File: config.mk
export PLATFORM = sky130hd
export DESIGN_NAME = phasecalc_multi
export DESIGN_NICKNAME = d
export VERILOG_FILES = /design/src/rtl/phasecalc_pkg.sv /design/src/rtl/cordic_vec_step.sv /design/src/rtl/phasecalc_multi.sv
export SDC_FILE = /design/constraint.sdc
export NUM_CORES = 2
export LEC_CHECK = 0
export CAP_MARGIN = 40
export CORE_UTILIZATION = 29
export CTS_CLUSTER_DIAMETER = 60
export DETAILED_ROUTE_END_ITERATION = 7
export PLACE_DENSITY = 0.51
export SLEW_MARGIN = 15
export SYNTH_ARGS = -nofsm -noshare
export SYNTH_HDL_FRONTEND = slang
export SYNTH_SLANG_ARGS = --single-unit
File: constraint.sdc
create_clock -name clock -period 7.8 [get_ports clock]
set_input_delay 0.78 -clock clock [delete_from_list [all_inputs] [get_ports clock]]
set_output_delay 0.78 -clock clock [all_outputs]
set_load 0.005 [all_outputs]
File: src/rtl/phasecalc_pkg.sv
// Shared constants for the multi-channel phase calculator: CORDIC arctangent table,
// pi constants (Q3.16) and the engine state encoding.
package phasecalc_pkg;

  localparam int ITER_W  = 5;
  localparam int LUT_LEN = 24;

  // atan(2^-i) * 2^16, rounded to nearest
  localparam longint ATAN_Q16 [0:LUT_LEN-1] = '{
    51472, 30386, 16055, 8150, 4091, 2047, 1024, 512,
    256,   128,   64,    32,   16,   8,    4,    2,
    1,     0,     0,     0,    0,    0,    0,    0
  };

  localparam longint PI_Q16      = 205887;
  localparam longint HALF_PI_Q16 = 102944;
  localparam longint TWO_PI_Q16  = 411775;

  typedef enum logic [2:0] {
    IDLE,
    LOAD,
    PREROT,
    ITER,
    STORE,
    DONE
  } state_t;

  function automatic longint scale_q16(input longint v, input int frac);
    if (frac >= 16) return v <<< (frac - 16);
    return (v + (longint'(1) <<< (15 - frac))) >>> (16 - frac);
  endfunction

  function automatic longint atan_scaled(input int i, input int frac);
    if (i < 0 || i >= LUT_LEN) return 0;
    return scale_q16(ATAN_Q16[i], frac);
  endfunction

endpackage

File: src/rtl/cordic_vec_step.sv
// One combinational CORDIC vectoring micro-rotation: drives y toward zero and
// accumulates the rotated angle into z.
module cordic_vec_step #(
  parameter int W  = 37,
  parameter int AW = 19,
  parameter int IW = 5
) (
  input  logic signed [W-1:0]  x,
  input  logic signed [W-1:0]  y,
  input  logic signed [AW-1:0] z,
  input  logic [IW-1:0]        i,
  input  logic signed [AW-1:0] lut,
  output logic signed [W-1:0]  x_next,
  output logic signed [W-1:0]  y_next,
  output logic signed [AW-1:0] z_next
);

  logic signed [W-1:0] xs;
  logic signed [W-1:0] ys;

  assign xs = x >>> i;
  assign ys = y >>> i;

  // y below the axis rotates counter-clockwise (d=+1), otherwise clockwise
  always_comb begin
    if (y[W-1]) begin
      x_next = x - ys;
      y_next = y + xs;
      z_next = z - lut;
    end else begin
      x_next = x + ys;
      y_next = y - xs;
      z_next = z + lut;
    end
  end

endmodule

File: src/rtl/phasecalc_multi.sv
// NCH-channel atan2 using one time-shared iterative CORDIC engine in vectoring mode.
// Optional macro PHASECALC_DIFF_EN adds phase_diff = angle[k] - angle[0], wrapped to [-pi, pi).
module phasecalc_multi
  import phasecalc_pkg::*;
#(
  parameter int NCH   = 4,
  parameter int XW    = 13,
  parameter int AW    = 19,
  parameter int FRAC  = 16,
  parameter int NITER = 16
) (
  input  logic              clock,
  input  logic              reset,
  input  logic              data_rdy,
  input  logic [NCH*XW-1:0] x,
  input  logic [NCH*XW-1:0] y,
  output logic [NCH*AW-1:0] angle,
`ifdef PHASECALC_DIFF_EN
  output logic [NCH*AW-1:0] phase_diff,
`endif
  output logic              angle_valid,
  output logic              busy,
  output logic              overrun
);

  // Two integer guard bits absorb CORDIC gain; the fractional bits below keep
  // tiny vectors such as (-1,0) from stalling on truncated shifts.
  localparam int G  = FRAC + 6;
  localparam int W  = XW + 2 + G;
  localparam int CW = (NCH > 1) ? $clog2(NCH) : 1;
  localparam logic signed [AW-1:0] HALF_PI_S = AW'(scale_q16(HALF_PI_Q16, FRAC));

  state_t               state;
  logic [CW-1:0]        ch;
  logic [ITER_W-1:0]    iter;
  logic [NCH*XW-1:0]    x_bank;
  logic [NCH*XW-1:0]    y_bank;
  logic [NCH*AW-1:0]    shadow;
  logic signed [W-1:0]  xr;
  logic signed [W-1:0]  yr;
  logic signed [AW-1:0] zr;
  logic                 zero_in;
  logic signed [W-1:0]  x_next;
  logic signed [W-1:0]  y_next;
  logic signed [AW-1:0] z_next;
  logic signed [AW-1:0] lut_val;
  logic [XW-1:0]        x_sel;
  logic [XW-1:0]        y_sel;

  assign x_sel   = x_bank[ch*XW +: XW];
  assign y_sel   = y_bank[ch*XW +: XW];
  assign lut_val = AW'(atan_scaled(int'(iter), FRAC));

  cordic_vec_step #(
    .W (W),
    .AW(AW),
    .IW(ITER_W)
  ) u_step (
    .x     (xr),
    .y     (yr),
    .z     (zr),
    .i     (iter),
    .lut   (lut_val),
    .x_next(x_next),
    .y_next(y_next),
    .z_next(z_next)
  );

`ifdef PHASECALC_DIFF_EN
  localparam logic signed [AW:0] PI_W     = (AW+1)'(scale_q16(PI_Q16, FRAC));
  localparam logic signed [AW:0] TWO_PI_W = (AW+1)'(scale_q16(TWO_PI_Q16, FRAC));

  logic [NCH*AW-1:0] diff_c;
  logic signed [AW:0] a0;
  logic signed [AW:0] ak;
  logic signed [AW:0] dk;

  always_comb begin
    diff_c = '0;
    a0     = {shadow[AW-1], shadow[AW-1:0]};
    ak     = '0;
    dk     = '0;
    for (int k = 0; k < NCH; k++) begin
      ak = {shadow[k*AW+AW-1], shadow[k*AW +: AW]};
      dk = ak - a0;
      if (dk >= PI_W)       dk = dk - TWO_PI_W;
      else if (dk < -PI_W)  dk = dk + TWO_PI_W;
      diff_c[k*AW +: AW] = dk[AW-1:0];
    end
  end
`endif

  always_ff @(posedge clock) begin
    if (!reset) begin
      state       <= IDLE;
      ch          <= '0;
      iter        <= '0;
      x_bank      <= '0;
      y_bank      <= '0;
      shadow      <= '0;
      xr          <= '0;
      yr          <= '0;
      zr          <= '0;
      zero_in     <= 1'b0;
      angle       <= '0;
      angle_valid <= 1'b0;
      busy        <= 1'b0;
      overrun     <= 1'b0;
`ifdef PHASECALC_DIFF_EN
      phase_diff  <= '0;
`endif
    end else begin
      angle_valid <= 1'b0;
      if (data_rdy && busy) overrun <= 1'b1;
      case (state)
        IDLE: begin
          if (data_rdy) begin
            x_bank <= x;
            y_bank <= y;
            busy   <= 1'b1;
            ch     <= '0;
            state  <= LOAD;
          end
        end
        LOAD: begin
          xr      <= {{2{x_sel[XW-1]}}, x_sel, {G{1'b0}}};
          yr      <= {{2{y_sel[XW-1]}}, y_sel, {G{1'b0}}};
          zr      <= '0;
          zero_in <= (x_sel == '0) && (y_sel == '0);
          state   <= PREROT;
        end
        // fold the left half-plane into the right so the iterations converge
        PREROT: begin
          if (xr[W-1]) begin
            if (!yr[W-1]) begin
              xr <= yr;
              yr <= -xr;
              zr <= HALF_PI_S;
            end else begin
              xr <= -yr;
              yr <= xr;
              zr <= -HALF_PI_S;
            end
          end
          iter  <= '0;
          state <= ITER;
        end
        ITER: begin
          xr   <= x_next;
          yr   <= y_next;
          zr   <= z_next;
          iter <= iter + 1'b1;
          if (iter == ITER_W'(NITER - 1)) state <= STORE;
        end
        STORE: begin
          shadow[ch*AW +: AW] <= zero_in ? '0 : zr;
          if (ch == CW'(NCH - 1)) begin
            state <= DONE;
          end else begin
            ch    <= ch + 1'b1;
            state <= LOAD;
          end
        end
        DONE: begin
          angle       <= shadow;
          angle_valid <= 1'b1;
          busy        <= 1'b0;
          state       <= IDLE;
`ifdef PHASECALC_DIFF_EN
          phase_diff  <= diff_c;
`endif
        end
        default: state <= IDLE;
      endcase
    end
  end

endmodule

### Word-level counts from Yosys, hierarchy flattened

Memory sizes are Yosys's and may differ from the RTL's.
Index checks and enable logic that the tools add are counted.

* add/subtract/negate cells: 11
* multipliers: 2
* divide/modulo/power cells: 0
* $lt $le $gt $ge: 2
* eq/ne operators: 11
* shift operators: 6
* muxes and demuxes: 29
* bitwise logic cells: 1
* reduce and logical (&&, ||, !) cells: 14

Operators by type and width (number)
* 2-to-1 mux 37 bit: 6
* one-hot mux 37 bit (3 select lines): 2
* 2-to-1 mux 19 bit: 7
* variable part select 52 x 7 -> 13 bit: 2
* bitwise mux 76 bit: 1
* variable shift 19 x 34 -> 76 bit (first input constant): 1
* variable part select 19 x 34 -> 76 bit: 1
* adder 37 bit: 2
* negator 37 bit: 2
* >>> shifter 37 x 5 -> 37 bit: 2
* subtractor 37 bit: 2
* one-hot mux 19 bit (3 select lines): 1
* negator 7 -> 34 bit: 1
* greater-or-equal comparator 32 x 6 -> 1 bit (second input constant): 1
* NOT 5 -> 32 bit: 1
* logical NOT 13 bit: 2
* adder 19 bit: 1
* subtractor 19 bit: 1
* one-hot mux 3 bit (5 select lines): 1
* one-hot mux 5 bit (2 select lines): 1
* 2-to-1 mux 3 bit: 3
* inequality test 2 bit (second input constant): 4
* AND reduction 2 bit: 4
* multiplier 2 x 5 -> 7 bit (second input constant): 1
* other kinds (18): 26

* flip-flop bits (word level): 363
* bits in latches: 0
* memory bits (writable): 0
* memory bits (read-only): 2048
* input port bits: 107
* output and inout port bits: 79
* word-level logic and storage cells: 92
* memories kept: 1

Memories
* (no name shown): depth 32, width 64, rd ports 1, clocked after memory_dff 0, write ports 0, RTL line phasecalc_pkg.sv:35 `return scale_q16(ATAN_Q16[i], frac);`

### Depth between registers and ports, before layout

* depth after elaboration: 8
* gate-level depth with buffers: 33
* gate-level depth less buffers: 25

### Modules after synthesis

From an unflattened synthesis, not the netlist that was laid out.

* cells, all modules: 3620
* area total of the unflattened synthesis: 29529.6 um2

By module, submodules not included
* phasecalc_multi: times used 1, cells each 2007, area an instance 16888.7 um2, seq. area each 7267.0 um2
* cordic_vec_step: times used 1, cells each 1613, area an instance 12640.9 um2, seq. area each 0.0 um2

### Worst setup path after synthesis

Ideal clock, no wire load.

* kind: reg2reg
* start: register iter[0]
* end: register yr[35]
* library setup time: 0.115 ns
* arrival: 5.667 ns
* required time: 7.685 ns
* slack: 2.018 ns
* cell stages (with the launch flop): 28
* buffers on the path: 6
* period minus slack after synthesis: 5.782 ns
* cell sequence: dfxtp_1 -> buf_6 -> buf_8 -> buf_6 -> buf_6 -> buf_6 -> buf_2 -> mux4_2 -> nand2_1 -> o21ai_0 -> o211ai_1 -> and2_1 -> ha_1 -> nand3_2 -> nor4_1 -> nor2_1 -> xor2_1 -> ha_1 -> a21o_1 -> a21o_1 -> a21oi_1 -> o21a_1 -> o21ai_0 -> o41ai_1 -> o211ai_1 -> a41oi_1 -> nor2_1 -> o21a_1

* cells in the longest elaborated chain, start to end: 4
* elaborated cells on any way between the ends: 5
* classes of those cells: add/sub (2); shift (1); mux (2)

Ends and longest elaborated chain
* start, declared: RTL line phasecalc_multi.sv:35 `logic [ITER_W-1:0] iter;`
* start signal, assigned: RTL line phasecalc_multi.sv:152 `iter <= iter + 1'b1;`
* >>> shifter 37 x 5 -> 37 bit *: RTL line cordic_vec_step.sv:21 `assign xs = x >>> i;`
* subtractor 37 bit / adder 37 bit (equally long branches): RTL line cordic_vec_step.sv:32, cordic_vec_step.sv:28
* 2-to-1 mux 37 bit *: RTL line cordic_vec_step.sv:26 `if (y[W-1]) begin`
* one-hot mux 37 bit (3 select lines) *: RTL line phasecalc_multi.sv:115 `case (state)`
* end signal, assigned: RTL line phasecalc_multi.sv:127 `yr <= {{2{y_sel[XW-1]}}, y_sel, {G{1'b0}}};`
* end signal, assigned: RTL line phasecalc_multi.sv:137 `yr <= -xr;`
* end signal, assigned: RTL line phasecalc_multi.sv:141 `yr <= xr;`
* end, declared: RTL line phasecalc_multi.sv:40 `logic signed [W-1:0] yr;`

Every way passes the cells marked *; elsewhere a longest branch is shown, timed or not.
A chain may end at the register's enable or synchronous reset.

### Final worst setup path

* start: register iter[1]
* end: register xr[36]

* cells in the longest elaborated chain, start to end: 4
* elaborated cells on any way between the ends: 5
* classes of those cells: add/sub (2); shift (1); mux (2)

Ends and longest elaborated chain
* >>> shifter 37 x 5 -> 37 bit *: RTL line cordic_vec_step.sv:22 `assign ys = y >>> i;`
* adder 37 bit / subtractor 37 bit (equally long branches): RTL line cordic_vec_step.sv:31, cordic_vec_step.sv:27
* 2-to-1 mux 37 bit *: RTL line cordic_vec_step.sv:26
* one-hot mux 37 bit (3 select lines) *: RTL line phasecalc_multi.sv:115
* end signal, assigned: RTL line phasecalc_multi.sv:126 `xr <= {{2{x_sel[XW-1]}}, x_sel, {G{1'b0}}};`
* end signal, assigned: RTL line phasecalc_multi.sv:136 `xr <= yr;`
* end signal, assigned: RTL line phasecalc_multi.sv:140 `xr <= -yr;`
* end, declared: RTL line phasecalc_multi.sv:39 `logic signed [W-1:0] xr;`

Marks and branches as above.

==> metrics.md <==
| Metric | Value |
|---|---|
| Post CTS Setup Buffer Count | 0 |
| CTS Hold Bufs | 0 |
| Synth Area in Compound Gates | 0.244 |
| Die area | 0.101 mm² |
| Grt peak-use layer | met2 |
| RD Place Congestion | 0.929 |
| Initial antenna violation count | 1 |
| Area of the multi-input gates | 0.0201 mm² |
| Top post-synthesis cells by count | 584 x nand2_1, 363 x dfxtp_1, 232 x a21boi_0 |
| Hold depth | 2 |
| Peak Freq | 145 MHz |
| # IOs | 186 |
| WL/cell | 22.5 µm |
| CORE AREA | 0.0986 mm² |
| Fin nets | 3805 |
| Prevailing post-synth register cell | dfxtp_1 |
| Netlist cell types | 111 |
| Post-synthesis sequential area ratio | 0.252 |
| Synthesized instance count | 3576 |
| Met2 Track Usage GR | 0.331 |
| Met1 GRT Util | 0.293 |
| Crit path from | iter[1] |
| Yosys reg bits | 363 |
| DP HPWL | 79500 µm |
| Vias in the first global route | 26098 |
| CTS clk-pin slew, worst paths | 0.06 ns |
| Top cell type's share of synthesized area | 0.252 |
| CTS Sinks | 363 |
| Worst endpoint data arrival time | 7.38 ns |
| Synth Area per Inst | 8.08 µm² |
| Setup TNS | 0 ns |
| Final worst-path cycle share | 0.885 |
| WP data required | 8.27 ns |
| Leak | 12.0 nW |
| TritonCTS Buffers | 47 |
| Maximum vdd drop | 167 µV |
| Top-count cell post-synth | nand2_1 |
| Multiplexer share of the synthesized area | 0.129 |
| Clock Latency Late Sink | 0.64 ns |
| Overflow after GRT | 0 |
| Hold slack | 0.460 ns |
| Die span in y | 318 µm |
| Worst setup SP type | register |
| H-tree depth | 2 |
| MaxCap Viol Count | 0 |
| Final Hold Viols | 0 |
| Syn nets | 3797 |
| Gr usage total | 0.211 |
| Leading area contributor after synthesis | dfxtp_1 |
| Post-synth EDFFs | 0 |
| Post-synthesis xor/xnor area fraction | 0.0637 |
| Cells along the critical path | buf_12 -> mux4_1 -> mux4_2 -> mux2i_1 -> inv_1 -> a211oi_1 -> and3_1 -> and4_1 -> and2_1 -> nor3b_2 -> or3_1 -> a21oi_1 -> a31o_2 -> ha_1 -> nand2_1 -> or3_1 -> or4_1 -> o21ai_0 -> a211oi_1 -> o21bai_1 -> a21oi_1 -> xnor2_1 -> o22ai_1 |
| Post-DR vias/cell | 5.59 |
| Via count | 27449 |
| Clock Skew | 0.0787 ns |
| Root Driver | clkbuf_16 |
| CP Capture Type | register |
| Rel. slew slack | 0.302 |
| Fraction of layout cells with a size suffix above 1 | 0.102 |
| WS Path Type | reg -> reg |
| Final min period | 6.91 ns |
| Met3 Use GR | 0.0334 |
| Crit path max-delay cell type | dfxtp_4 |
| Post-Synth Simple-Gate Area | 0.205 |
| Post_cts resized | 0 |
| Worst slew pin tran | 1.05 ns |
| Die extent in x | 318 µm |
| Largest cells by area after synthesis | dfxtp_1 25%, mux4_2 8.0%, nand2_1 7.6%, a21boi_0 6.0%, ha_1 4.8% |
| Final setup fails | 0 |
| Initial Util | 0.293 |
| Reg2Reg Depth | 23 |
| Reg2reg start | iter[1] |
| Initial DRT Pass Iterations | 8 |
| CTS tree | yes |
| DRC | 0 |
| Post-DRT Antenna Nets | 0 |
| RSZ-0062 raised after global routing | no |
| Synth Area in Adders | 0.0502 |
| Max Transition Viols Final | 0 |
| Cell Pwr Density | 204 mW/mm² |
| Post-synth ARST share | 0 |
| Critical Path Max Stage Delay | 0.74 ns |
| Hold path start | x_bank[39] |
| Hold Path Class | reg -> reg |
| Syn. warnings | 0 |
| Largest net degree at the start of global routing | 103 |
| Fill cell count | 10299 |
| Status | finished, final reports clean |
| Final WL | 110000 µm |
| Floorplan row count | 115 |
| Sequential Area | 0.00729 mm² |
| Area grow syn2layout | 15.7% |
| Main combinational cell family by area after synthesis | compound AO/OA/AOI/OAI gates |
| Port bufs | 185 |
| Mapped cell area | 0.0289 mm² |
| Initial drt markers | 2788 |
| CTS Buffer Depth | 3 |
| Critical-path maximum fanout | 55 |
| Global-route wire length before repair | 166000 µm |
power breakdown:
group	switching (W)	internal (W)	leakage (nW)	total, W
clock network	0.000911	0.00134	0.786	0.00225
registers	0.000211	0.00193	2.95	0.00214
logic	0.00139	0.00102	8.27	0.00241
total	0.00251	0.00429	12.0	0.00681
sequential cells by signal, summed over array words and instances (netlist names):
register and count:
overrun 1, angle 76, yr 37, y_bank 52, iter 5, angle_valid 1
zero_in 1, x_bank 52, ch 2, zr 19, shadow 76, xr 37
busy 1, state 3
metrics by stage:
step                      utilization  area (µm²)  total power, W  std cells  setup WS [ns]
after global routing            0.339       33400         0.00718       4908          0.396
after detailed placement        0.322       31700         0.00454       4818           1.04
final                           0.339       33400         0.00681       4908          0.895
after floorplan                     -       28900         0.00387       3576           2.02
after CTS                       0.338       33300         0.00683       4903          0.954
after global placement          0.321       31600         0.00454       4812           1.06
worst max-delay path, delay by kind of cell (launching register included):
kind	cells	cell delay, ns
DFF	1	0.74
buffers and inverters	2	0.47
xor gates and xnor gates	1	0.16
adders and majority gates	1	0.35
muxes	3	1.09
and+or+nand+nor	8	2.14
AOI/OAI and AO/OA	8	1.69
cells in the final DEF, fill, tap and decap left out, types with 43 or more instances in the layout:
| cell | instances |
|---|---|
| clkdlybuf4s50_1 | 184 |
| mux2_2 | 43 |
| dfxtp_1 | 356 |
| mux2i_1 | 72 |
| xor2_1 | 100 |
| nand3_1 | 89 |
| inv_1 | 55 |
| mux4_2 | 103 |
| a22oi_1 | 72 |
| nand2_1 | 584 |
| buf_4 | 67 |
| a21boi_0 | 232 |
| xnor2_1 | 110 |
| clkbuf_16 | 47 |
| o21ai_0 | 143 |
| nor2_1 | 207 |
| nor2b_1 | 99 |
| a21oi_1 | 219 |
| ha_1 | 111 |
| nor3_1 | 57 |
metal layers:
layer,part of all wire,vias up,wire length (µm)
met2,0.44,993,48700
li1,-,12950,-
met3,0.066,217,7320
met5,0,-,0
met4,0.035,0,3870
met1,0.46,13289,50300
cell families (layout without fill, tap and decap cells):
logic type	after synthesis	count (layout)
AO/OA/AOI/OAI	1036	1036
XOR/XNOR	210	210
adder cells (fa/ha/maj)	114	114
buffers and inverters	364	408
flip-flops	363	363
multiplexers	228	228
other	0	1
AND/OR/NAND/NOR	1261	1261
area by class of cell:
class,count,area share
antenna,1,0.0000749
clock buffer,65,0.0387
clock inverter,20,0.00981
inverter,58,0.00651
multi-input combinational,2849,0.600
sequential,363,0.218
tap,1287,0.0482
timing repair buffer,265,0.0786
worst paths after layout:
kind                     end  slack (ns)
hold reg to reg   x_bank[39]        0.46
setup / recovery      xr[36]        0.89
setup reg to reg      xr[36]        0.89
hold / removal    x_bank[39]        0.46
Note: power is estimated with default switching activity, not from simulation.
